### src/rtl/uart_tx_mmio_if.sv
// Memory-side bus bundle for the UART transmitter window.
//   PADDR    : physical address from the memory controller
//   PWRITE   : one-cycle write strobe
//   PDATA    : write data
//   PRDATA   : combinational read data (0 outside the window)
//   PSEL_HIT : combinational window hit
// master = memory controller side, slave = UART side.
interface uart_tx_mmio_if;
  logic [63:0] PADDR;
  logic        PWRITE;
  logic [63:0] PDATA;
  logic [63:0] PRDATA;
  logic        PSEL_HIT;

  modport master (
    output PADDR, PWRITE, PDATA,
    input  PRDATA, PSEL_HIT
  );

  modport slave (
    input  PADDR, PWRITE, PDATA,
    output PRDATA, PSEL_HIT
  );
endinterface

### src/rtl/uart_tx_mmio.sv
// Memory-mapped 8N1 UART transmitter.
// Stores to TXDATA push bytes into a TX FIFO; a serializer drains the FIFO onto
// TXD with a bit period of DIV+1 clocks. Loads are side-effect free.
//   CLK    : system clock
//   RESET  : synchronous, active-high reset
//   bus    : memory window (PADDR/PWRITE/PDATA in, PRDATA/PSEL_HIT out)
//   TXD    : registered serial output, idle high
//   TX_IRQ : registered, high when the FIFO is empty and the serializer idle
// Register window (offset from BASE_ADDR): 0x00 TXDATA, 0x08 STATUS, 0x10 DIV.
//
// state | meaning
// IDLE  | line high, waiting for a FIFO entry
// START | driving the start bit (low)
// DATA  | driving shift[0], 8 bits LSB first
// STOP  | driving the stop bit (high), then chain or go idle
module uart_tx_mmio #(
  parameter logic [63:0] BASE_ADDR   = 64'h0000_0000_1000_0000,
  parameter int          FIFO_DEPTH  = 8,
  parameter logic [15:0] DEFAULT_DIV = 16'd867
) (
  input  logic          CLK,
  input  logic          RESET,
  uart_tx_mmio_if.slave bus,
  output logic          TXD,
  output logic          TX_IRQ
);

  localparam int AW = (FIFO_DEPTH > 1) ? $clog2(FIFO_DEPTH) : 1;
  localparam int CW = AW + 1;

  typedef enum logic [1:0] {IDLE, START, DATA, STOP} state_t;

  // Address decode. Comparing the offset instead of BASE_ADDR+0x18 avoids
  // wrap-around when the window sits at the top of the address space.
  logic [63:0] offset;
  logic        hit;
  logic        wr_txdata, wr_status, wr_div;

  assign offset    = bus.PADDR - BASE_ADDR;
  assign hit       = (bus.PADDR >= BASE_ADDR) && (offset < 64'h18);
  assign wr_txdata = bus.PWRITE && hit && (offset == 64'h00);
  assign wr_status = bus.PWRITE && hit && (offset == 64'h08);
  assign wr_div    = bus.PWRITE && hit && (offset == 64'h10);

  logic [7:0]    fifo_mem [FIFO_DEPTH];
  logic [AW-1:0] wr_ptr, rd_ptr;
  logic [CW-1:0] count;
  logic          overflow;
  logic          full, empty, pop, push_ok;
  logic [15:0]   div_reg;

  state_t      state, state_n;
  logic [15:0] baud_cnt, baud_n;
  logic [2:0]  bit_cnt, bit_n;
  logic [7:0]  shift_q, shift_n;
  logic [15:0] div_q, div_q_n;
  logic        txd_n;

  assign full    = (count == CW'(FIFO_DEPTH));
  assign empty   = (count == '0);
  // A pop on the same edge frees the slot, so a push into a full FIFO still lands.
  assign push_ok = wr_txdata && (!full || pop);

  always_ff @(posedge CLK) begin
    if (push_ok) fifo_mem[wr_ptr] <= bus.PDATA[7:0];
  end

  always_ff @(posedge CLK) begin
    if (RESET) begin
      wr_ptr   <= '0;
      rd_ptr   <= '0;
      count    <= '0;
      overflow <= 1'b0;
      div_reg  <= DEFAULT_DIV;
    end else begin
      if (push_ok) wr_ptr <= wr_ptr + AW'(1);
      if (pop)     rd_ptr <= rd_ptr + AW'(1);
      case ({push_ok, pop})
        2'b10:   count <= count + CW'(1);
        2'b01:   count <= count - CW'(1);
        default: count <= count;
      endcase
      if (wr_txdata && full && !pop)     overflow <= 1'b1;
      else if (wr_status && bus.PDATA[3]) overflow <= 1'b0;
      if (wr_div) div_reg <= bus.PDATA[15:0];
    end
  end

  always_ff @(posedge CLK) begin
    if (RESET) begin
      state    <= IDLE;
      baud_cnt <= '0;
      bit_cnt  <= '0;
      shift_q  <= '0;
      div_q    <= '0;
      TXD      <= 1'b1;
      TX_IRQ   <= 1'b1;
    end else begin
      state    <= state_n;
      baud_cnt <= baud_n;
      bit_cnt  <= bit_n;
      shift_q  <= shift_n;
      div_q    <= div_q_n;
      TXD      <= txd_n;
      TX_IRQ   <= empty && (state == IDLE);
    end
  end

  always_comb begin
    state_n = state;
    baud_n  = baud_cnt;
    bit_n   = bit_cnt;
    shift_n = shift_q;
    div_q_n = div_q;
    pop     = 1'b0;
    case (state)
      IDLE: begin
        if (!empty) begin
          pop     = 1'b1;
          shift_n = fifo_mem[rd_ptr];
          div_q_n = div_reg;
          baud_n  = div_reg;
          state_n = START;
        end
      end
      START: begin
        if (baud_cnt == 16'd0) begin
          baud_n  = div_q;
          bit_n   = 3'd0;
          state_n = DATA;
        end else begin
          baud_n = baud_cnt - 16'd1;
        end
      end
      DATA: begin
        if (baud_cnt == 16'd0) begin
          shift_n = {1'b0, shift_q[7:1]};
          baud_n  = div_q;
          if (bit_cnt == 3'd7) state_n = STOP;
          else                 bit_n   = bit_cnt + 3'd1;
        end else begin
          baud_n = baud_cnt - 16'd1;
        end
      end
      STOP: begin
        if (baud_cnt == 16'd0) begin
          if (!empty) begin
            pop     = 1'b1;
            shift_n = fifo_mem[rd_ptr];
            div_q_n = div_reg;
            baud_n  = div_reg;
            state_n = START;
          end else begin
            state_n = IDLE;
          end
        end else begin
          baud_n = baud_cnt - 16'd1;
        end
      end
      default: state_n = IDLE;
    endcase
  end

  // TXD is registered from the next state so the line changes on the same edge
  // the state does.
  always_comb begin
    case (state_n)
      START:   txd_n = 1'b0;
      DATA:    txd_n = shift_n[0];
      default: txd_n = 1'b1;
    endcase
  end

  always_comb begin
    bus.PRDATA = 64'd0;
    if (hit) begin
      case (offset)
        64'h08:  bus.PRDATA = {48'd0, 8'(count), 4'd0, overflow, empty, full, (state != IDLE)};
        64'h10:  bus.PRDATA = {48'd0, div_reg};
        default: bus.PRDATA = 64'd0;
      endcase
    end
  end

  assign bus.PSEL_HIT = hit;

  logic unused_ok;
  assign unused_ok = ^{bus.PDATA[63:16], bus.PDATA[14:8], bus.PDATA[7:4], bus.PDATA[2:0]};

endmodule
### src/flat_wrapper.sv
// flat-port wrapper written by rule: the top's interface ports become plain ports
module uart_tx_mmio_flat 
#(
  parameter logic [63:0] BASE_ADDR   = 64'h0000_0000_1000_0000,
  parameter int          FIFO_DEPTH  = 8,
  parameter logic [15:0] DEFAULT_DIV = 16'd867
)
  (CLK, RESET, TXD, TX_IRQ, bus_PADDR, bus_PWRITE, bus_PDATA, bus_PRDATA, bus_PSEL_HIT);
  uart_tx_mmio_if bus_i ();
  input  logic CLK;
  input  logic RESET;
  output logic TXD;
  output logic TX_IRQ;
  input wire logic [$bits(bus_i.PADDR)-1:0] bus_PADDR;
  input wire logic [$bits(bus_i.PWRITE)-1:0] bus_PWRITE;
  input wire logic [$bits(bus_i.PDATA)-1:0] bus_PDATA;
  output wire logic [$bits(bus_i.PRDATA)-1:0] bus_PRDATA;
  output wire logic [$bits(bus_i.PSEL_HIT)-1:0] bus_PSEL_HIT;
  assign bus_i.PADDR = bus_PADDR;
  assign bus_i.PWRITE = bus_PWRITE;
  assign bus_i.PDATA = bus_PDATA;
  assign bus_PRDATA = bus_i.PRDATA;
  assign bus_PSEL_HIT = bus_i.PSEL_HIT;
  uart_tx_mmio #(.BASE_ADDR(BASE_ADDR), .FIFO_DEPTH(FIFO_DEPTH), .DEFAULT_DIV(DEFAULT_DIV)) u_core (.CLK(CLK), .RESET(RESET), .bus(bus_i), .TXD(TXD), .TX_IRQ(TX_IRQ));
endmodule
### config.mk
export PLATFORM = sky130hd
export DESIGN_NAME = uart_tx_mmio_flat
export DESIGN_NICKNAME = d
export VERILOG_FILES = /design/src/rtl/uart_tx_mmio_if.sv /design/src/rtl/uart_tx_mmio.sv /design/src/flat_wrapper.sv
export SDC_FILE = /design/constraint.sdc
export NUM_CORES = 1
export LEC_CHECK = 0
export ABC_AREA = 1
export CORE_MARGIN = 8
export CORE_UTILIZATION = 55
export CTS_BUF_LIST = sky130_fd_sc_hd__clkbuf_8
export CTS_CLUSTER_DIAMETER = 40
export DETAILED_ROUTE_END_ITERATION = 12
export PLACE_DENSITY = 0.89
export SYNTH_ARGS = -nofsm -noshare
export SYNTH_HDL_FRONTEND = slang
export SYNTH_SLANG_ARGS = --single-unit
### constraint.sdc
create_clock -name CLK -period 5.22 [get_ports CLK]
set_input_delay 1.305 -clock CLK [delete_from_list [all_inputs] [get_ports CLK]]
set_output_delay 1.305 -clock CLK [all_outputs]
set_load 0.05 [all_outputs]
# Yosys cells after proc, flatten, opt, wreduce, memory -nomap -nowiden
# Memory sizes are Yosys's and may differ from the RTL's. A register that Yosys moved wholly into a read port is not among the register bits.
# Cells that the tools add are included.
[word_totals] ff_bits=74 ramBits=64 in_bits=131 memories=1
[mem_list] name="u_core.fifo_mem" words=8 word_bits=8 rd=1 rd_clocked_by_memory_dff=1 wr=1 line="uart_tx_mmio.sv:45" source="logic [7:0] fifo_mem [FIFO_DEPTH];"
[classes] add_sub_neg=7 n_lt_le_gt_ge=2 eq_ne=15 n_mux=35 reduce_logical=27
[ops] op="$mux 16" count=5
[ops] op="$eq 64x4->1 const B" count=1
[ops] op="$eq 64x5->1 const B" count=1
[ops] op="$ge 64x29->1 const B" count=1
[ops] op="$logic_not 64->1" count=1
[ops] op="$lt 64x5->1 const B" count=1
[ops] op="$mux 64" count=1
[ops] op="$pmux 16 s2" count=2
[ops] op="$sub 64x29->64 const B" count=1
[ops] op="$pmux 16 s3" count=1
[ops] op="$mux 8" count=3
[ops] op="$pmux 8 s3" count=1
[ops] op="$logic_not 16->1" count=1
[ops] op="$sub 16x1->16 const B" count=1
[ops] op="$mux 3" count=5
[ops] op="$logic_and 1x1->1" count=10
[ops] op="$mux 2" count=5
[ops] op="$reduce_bool 2->1" count=5
[ops] op="$add 3x1->3 const B" count=3
[ops] op="$eq 2x2->1 const B" count=4
[ops] op="$pmux 2 s4" count=1
[ops] op="$pmux 4 s2" count=1
[ops] op="$mux 1" count=7
[ops] op="$eq 2x1->1 const B" count=3
[ops] op="17 further kinds" count=21

# Longest topological paths before layout
[logic_depth] word_depth=8 ltp_mapped=25 mapped_depth_nobuf=25

# Least setup slack after synthesis
# Ideal clock, no wire load.
[synth_timing] kind="input to output" from="input bus_PADDR[34]" to="output bus_PRDATA[4]" arrival_ns=3.784 required_ns=3.915 path_slack_ns=0.131 path_stages=16 n_path_buf=1 cell_sequence="nor2_1 nand2_1 nor2_4 nand2_2 nor2_2 nand2_1 nand2_1 inv_1 nor2_1 nand2_1 nor2_4 nand2_1 inv_1 nand2_1 clkbuf_1 nor3_1"
[synth_via] elab_chain_cells=4
[synth_lines] element="start, declared" line="flat_wrapper.sv:14" source="input wire logic [$bits(bus_i.PADDR)-1:0] bus_PADDR;"
[synth_lines] element="$sub 64x29->64" line="uart_tx_mmio.sv:39" source="assign offset = bus.PADDR - BASE_ADDR;"
[synth_lines] element="$lt 64x5->1, or another cell as far along" line="uart_tx_mmio.sv:40" source="assign hit = (bus.PADDR >= BASE_ADDR) && (offset < 64'h18);"
[synth_lines] element="$logic_and 1x1->1 or $pmux 16 s2 (tied branches)" line="uart_tx_mmio.sv:40, uart_tx_mmio.sv:177"
[synth_lines] element="$mux 64 (*)" line="uart_tx_mmio.sv:176" source="if (hit) begin"
[synth_lines] element="end, declared" line="flat_wrapper.sv:17" source="output wire logic [$bits(bus_i.PRDATA)-1:0] bus_PRDATA;"
# Every way passes the cells marked *; elsewhere a longest branch is shown, timed or not.

# Worst setup path after layout
[layout_timing] from="input bus_PADDR[41]" to="output bus_PRDATA[0]"
# The elaborated chain is that of the path after synthesis.

==> flow_metrics.env <==
export IMPL_drt_iter0_drc=828
export IMPL_ys_top_cells_by_area="edfxtp_1 24%, dfxtp_1 19%, nand2_1 9.0%"
export IMPL_insertion_delay_ps=450
export IMPL_grt_pass1_wl_um=34800
export IMPL_async_reset_ff_frac=0
export IMPL_netlist_instances=1057
export IMPL_ys_warn_count=0
export IMPL_path_class="primary input to primary output"
export IMPL_wl_per_cell_um=16.1
export IMPL_antenna_found_initial=0
export IMPL_area_growth_synth_to_final_pct=25.1
export IMPL_finalCriticalPeriod_ps=5100
export IMPL_die_w_um=136
export IMPL_clockBufferDepth=2
export IMPL_worstPathRequired_ps=3910
export IMPL_design_area_um2=9970
export IMPL_drt_first_pass_iters=5
export IMPL_critPathArrivalTime_ps=3790
export IMPL_vias=7647
export IMPL_pre_cts_slack_ps=-17.4
export IMPL_routed_wl_um=22300
export IMPL_yosysUniqueCellTypes=45
export IMPL_cts_tree="built"
export IMPL_port_buffers=101
export IMPL_start_kind="primary input"
export IMPL_grt_pass1_vias=7276
export IMPL_synth_edff_count=64
export IMPL_largest_reg_flops=64
export IMPL_dp_hpwl_um=16000
export IMPL_die_y_um=136
export IMPL_power_density_nw_per_um2=373
export IMPL_ys_ff_latch=141
export IMPL_antenna_cells=0
export IMPL_antenna_left=0
export IMPL_ir_drop_mv=0.251
export IMPL_setup_tns_final_ps=0
export IMPL_cts_buffers_inserted=17
export IMPL_fmax_mhz=196
export IMPL_htreeDepth=4
export IMPL_p_total_w=0.00371
export IMPL_cts_root_buf="clkbuf_8"
export IMPL_place_congestion=0.994
export IMPL_power_leakage_nw=4.08
export IMPL_min_path_type="register to register"
export IMPL_synthTopCellsByCount="190 x nand2_1, 178 x nor2_1, 95 x inv_1"
export IMPL_status="finished clean"
export IMPL_placed_area_um2=9340
export IMPL_largest_register="u_core.fifo_mem"
export IMPL_cap_violations=0
export IMPL_rows=44
export IMPL_grt_max_degree=41
export IMPL_worst_slack_ps=121
export IMPL_worst_pin_slew_ps=1160
export IMPL_nNetsFinal=1327
export IMPL_drc_errors=0
export IMPL_synth_top_area_frac=0.241
export IMPL_yosysMostFrequentCell="nand2_1"
export IMPL_core_um2=14400
export IMPL_hold_buffers=0
export IMPL_critPathMaxFanout=8
export IMPL_hold_viol_final=0
export IMPL_fin_crit_sh=0.977
export IMPL_postSynthAreaPerCell_um2=7.54
export IMPL_grtUsageTotal=0.237
export IMPL_final_util=0.694
export IMPL_slew_violations=0
export IMPL_overflow=0
export IMPL_via_per_inst=5.54
export IMPL_start_util=0.554
export IMPL_cts_sinks=141
export IMPL_cp_end_kind="primary output"
export IMPL_synth_area_um2=7970
export IMPL_relSlewSlack=0.227
export IMPL_synth_top_area_cell="edfxtp_1"
export IMPL_synth_main_ff_cell="dfxtp_1"
export IMPL_fin_skew_ps=13.7
export IMPL_drive_above_1_share=0.139
export IMPL_clkTransAtPathRegs_ps=80
export IMPL_die_area_um2=18600
export IMPL_finalSetupViolations=0
export IMPL_pin_count=198
export IMPL_seq_area_frac_synth=0.435
## layer usage
| metal | part of all wire | routed length (um) | vias to the layer above | GRT usage |
|---|---|---|---|---|
| met1 | 0.40 | 8860 | 3531 | 0.284 |
| met4 | 0.020 | 448 | 0 | 0.0848 |
| met2 | 0.49 | 10800 | 392 | 0.403 |
| li1 | - | - | 3683 | - |
| met5 | 0 | 0 | - | 0 |
| met3 | 0.097 | 2160 | 41 | 0.0610 |
## power breakdown
part | internal [W] | switching [W] | leakage [nW] | total [W]
logic | 0.000510 | 0.00103 | 2.67 | 0.00154
clock network | 0.000405 | 0.000381 | 0.198 | 0.000786
registers | 0.00129 | 0.0000924 | 1.21 | 0.00138
total | 0.00221 | 0.00151 | 4.08 | 0.00371
## what timing repair did
| action | CTS | global route |
|---|---|---|
| pin swaps | 1 | 18 |
| buffers inserted | 0 | 3 |
| hold endpoints to repair | 0 | 0 |
| gates resized for setup | 2 | 86 |
| setup endpoints to repair | 4 | 16 |
## final cells by class
cell class	instances	area [um2]
Clock buffer	17	234
Clock inverter	15	115
Fill cell	1112	4400
Inverter	98	368
Multi-Input combinational cell	782	4000
Sequential cell	141	3460
Tap cell	184	230
Timing Repair Buffer	143	1560
## worst max-delay path, stage by stage
cell and delay [ps]:
clkdlybuf4s50_1 480, nor2_1 170, nand2_1 130, nor2_4 170, nand2_4 90, nor2_4 90
nand2_1 50, nand2_1 50, inv_1 30, nor2_1 130, nand2_1 100, nor2_4 130
nand2_1 60, inv_1 80, nand2_2 100, buf_6 180, o22ai_1 160, buf_4 160
buf_12 130
## placed cells by master (no fill, tap or decap), types with 4 or more instances in the layout
cell	n
nor2_1	145
clkinv_2	5
nand3_1	53
clkdlybuf4s50_1	62
dlymetal6s2s_1	22
nand2_2	15
inv_1	97
buf_4	41
nor3_1	17
clkinv_1	5
xor2_1	13
nor2_4	12
edfxtp_1	64
clkbuf_8	17
nand4_1	12
o21ai_0	76
nor2_2	34
dfxtp_1	77
o211ai_1	15
buf_12	17
o21ai_1	15
ha_1	12
a21oi_1	57
a211oi_1	12
nand2_1	182
inv_2	4
o22ai_1	20
nor4_1	5
xnor2_1	4
conb_1	48
## logic make-up (layout without fill, tap and decap cells)
logic type / after synthesis / after routing / synth area share
other: 1 / 48 / 0.000471
and+or+nand+nor: 491 / 491 / 0.265
AOI/OAI and AO/OA: 213 / 213 / 0.151
xor gates and xnor gates: 17 / 17 / 0.0187
DFF: 141 / 141 / 0.435
buffers and inverters: 181 / 273 / 0.109
adders and majority gates: 13 / 13 / 0.0214
## worst paths after layout
kind              slack, ps  depth (start not counted)                            to                     startpoint
setup / recovery        120                         19                 bus_PRDATA[0]                  bus_PADDR[41]
hold reg to reg         450                          2  u_core.div_q[1]$_SDFFE_PP0P_   u_core.div_q[1]$_SDFFE_PP0P_
hold / removal          450                          2  u_core.div_q[1]$_SDFFE_PP0P_   u_core.div_q[1]$_SDFFE_PP0P_
setup reg to reg       1680                         21  u_core.count[3]$_SDFFE_PP0P_  u_core.baud_cnt[0]$_SDFF_PP0_
## through the flow
step                cells  hold WS [ps]
CTS                  1377           454
detailed placement   1345           443
floorplan            1104           425
finish               1380           452
global placement     1345           434
global route         1380           471
No activity file was read; power rests on OpenSTA's default activity.
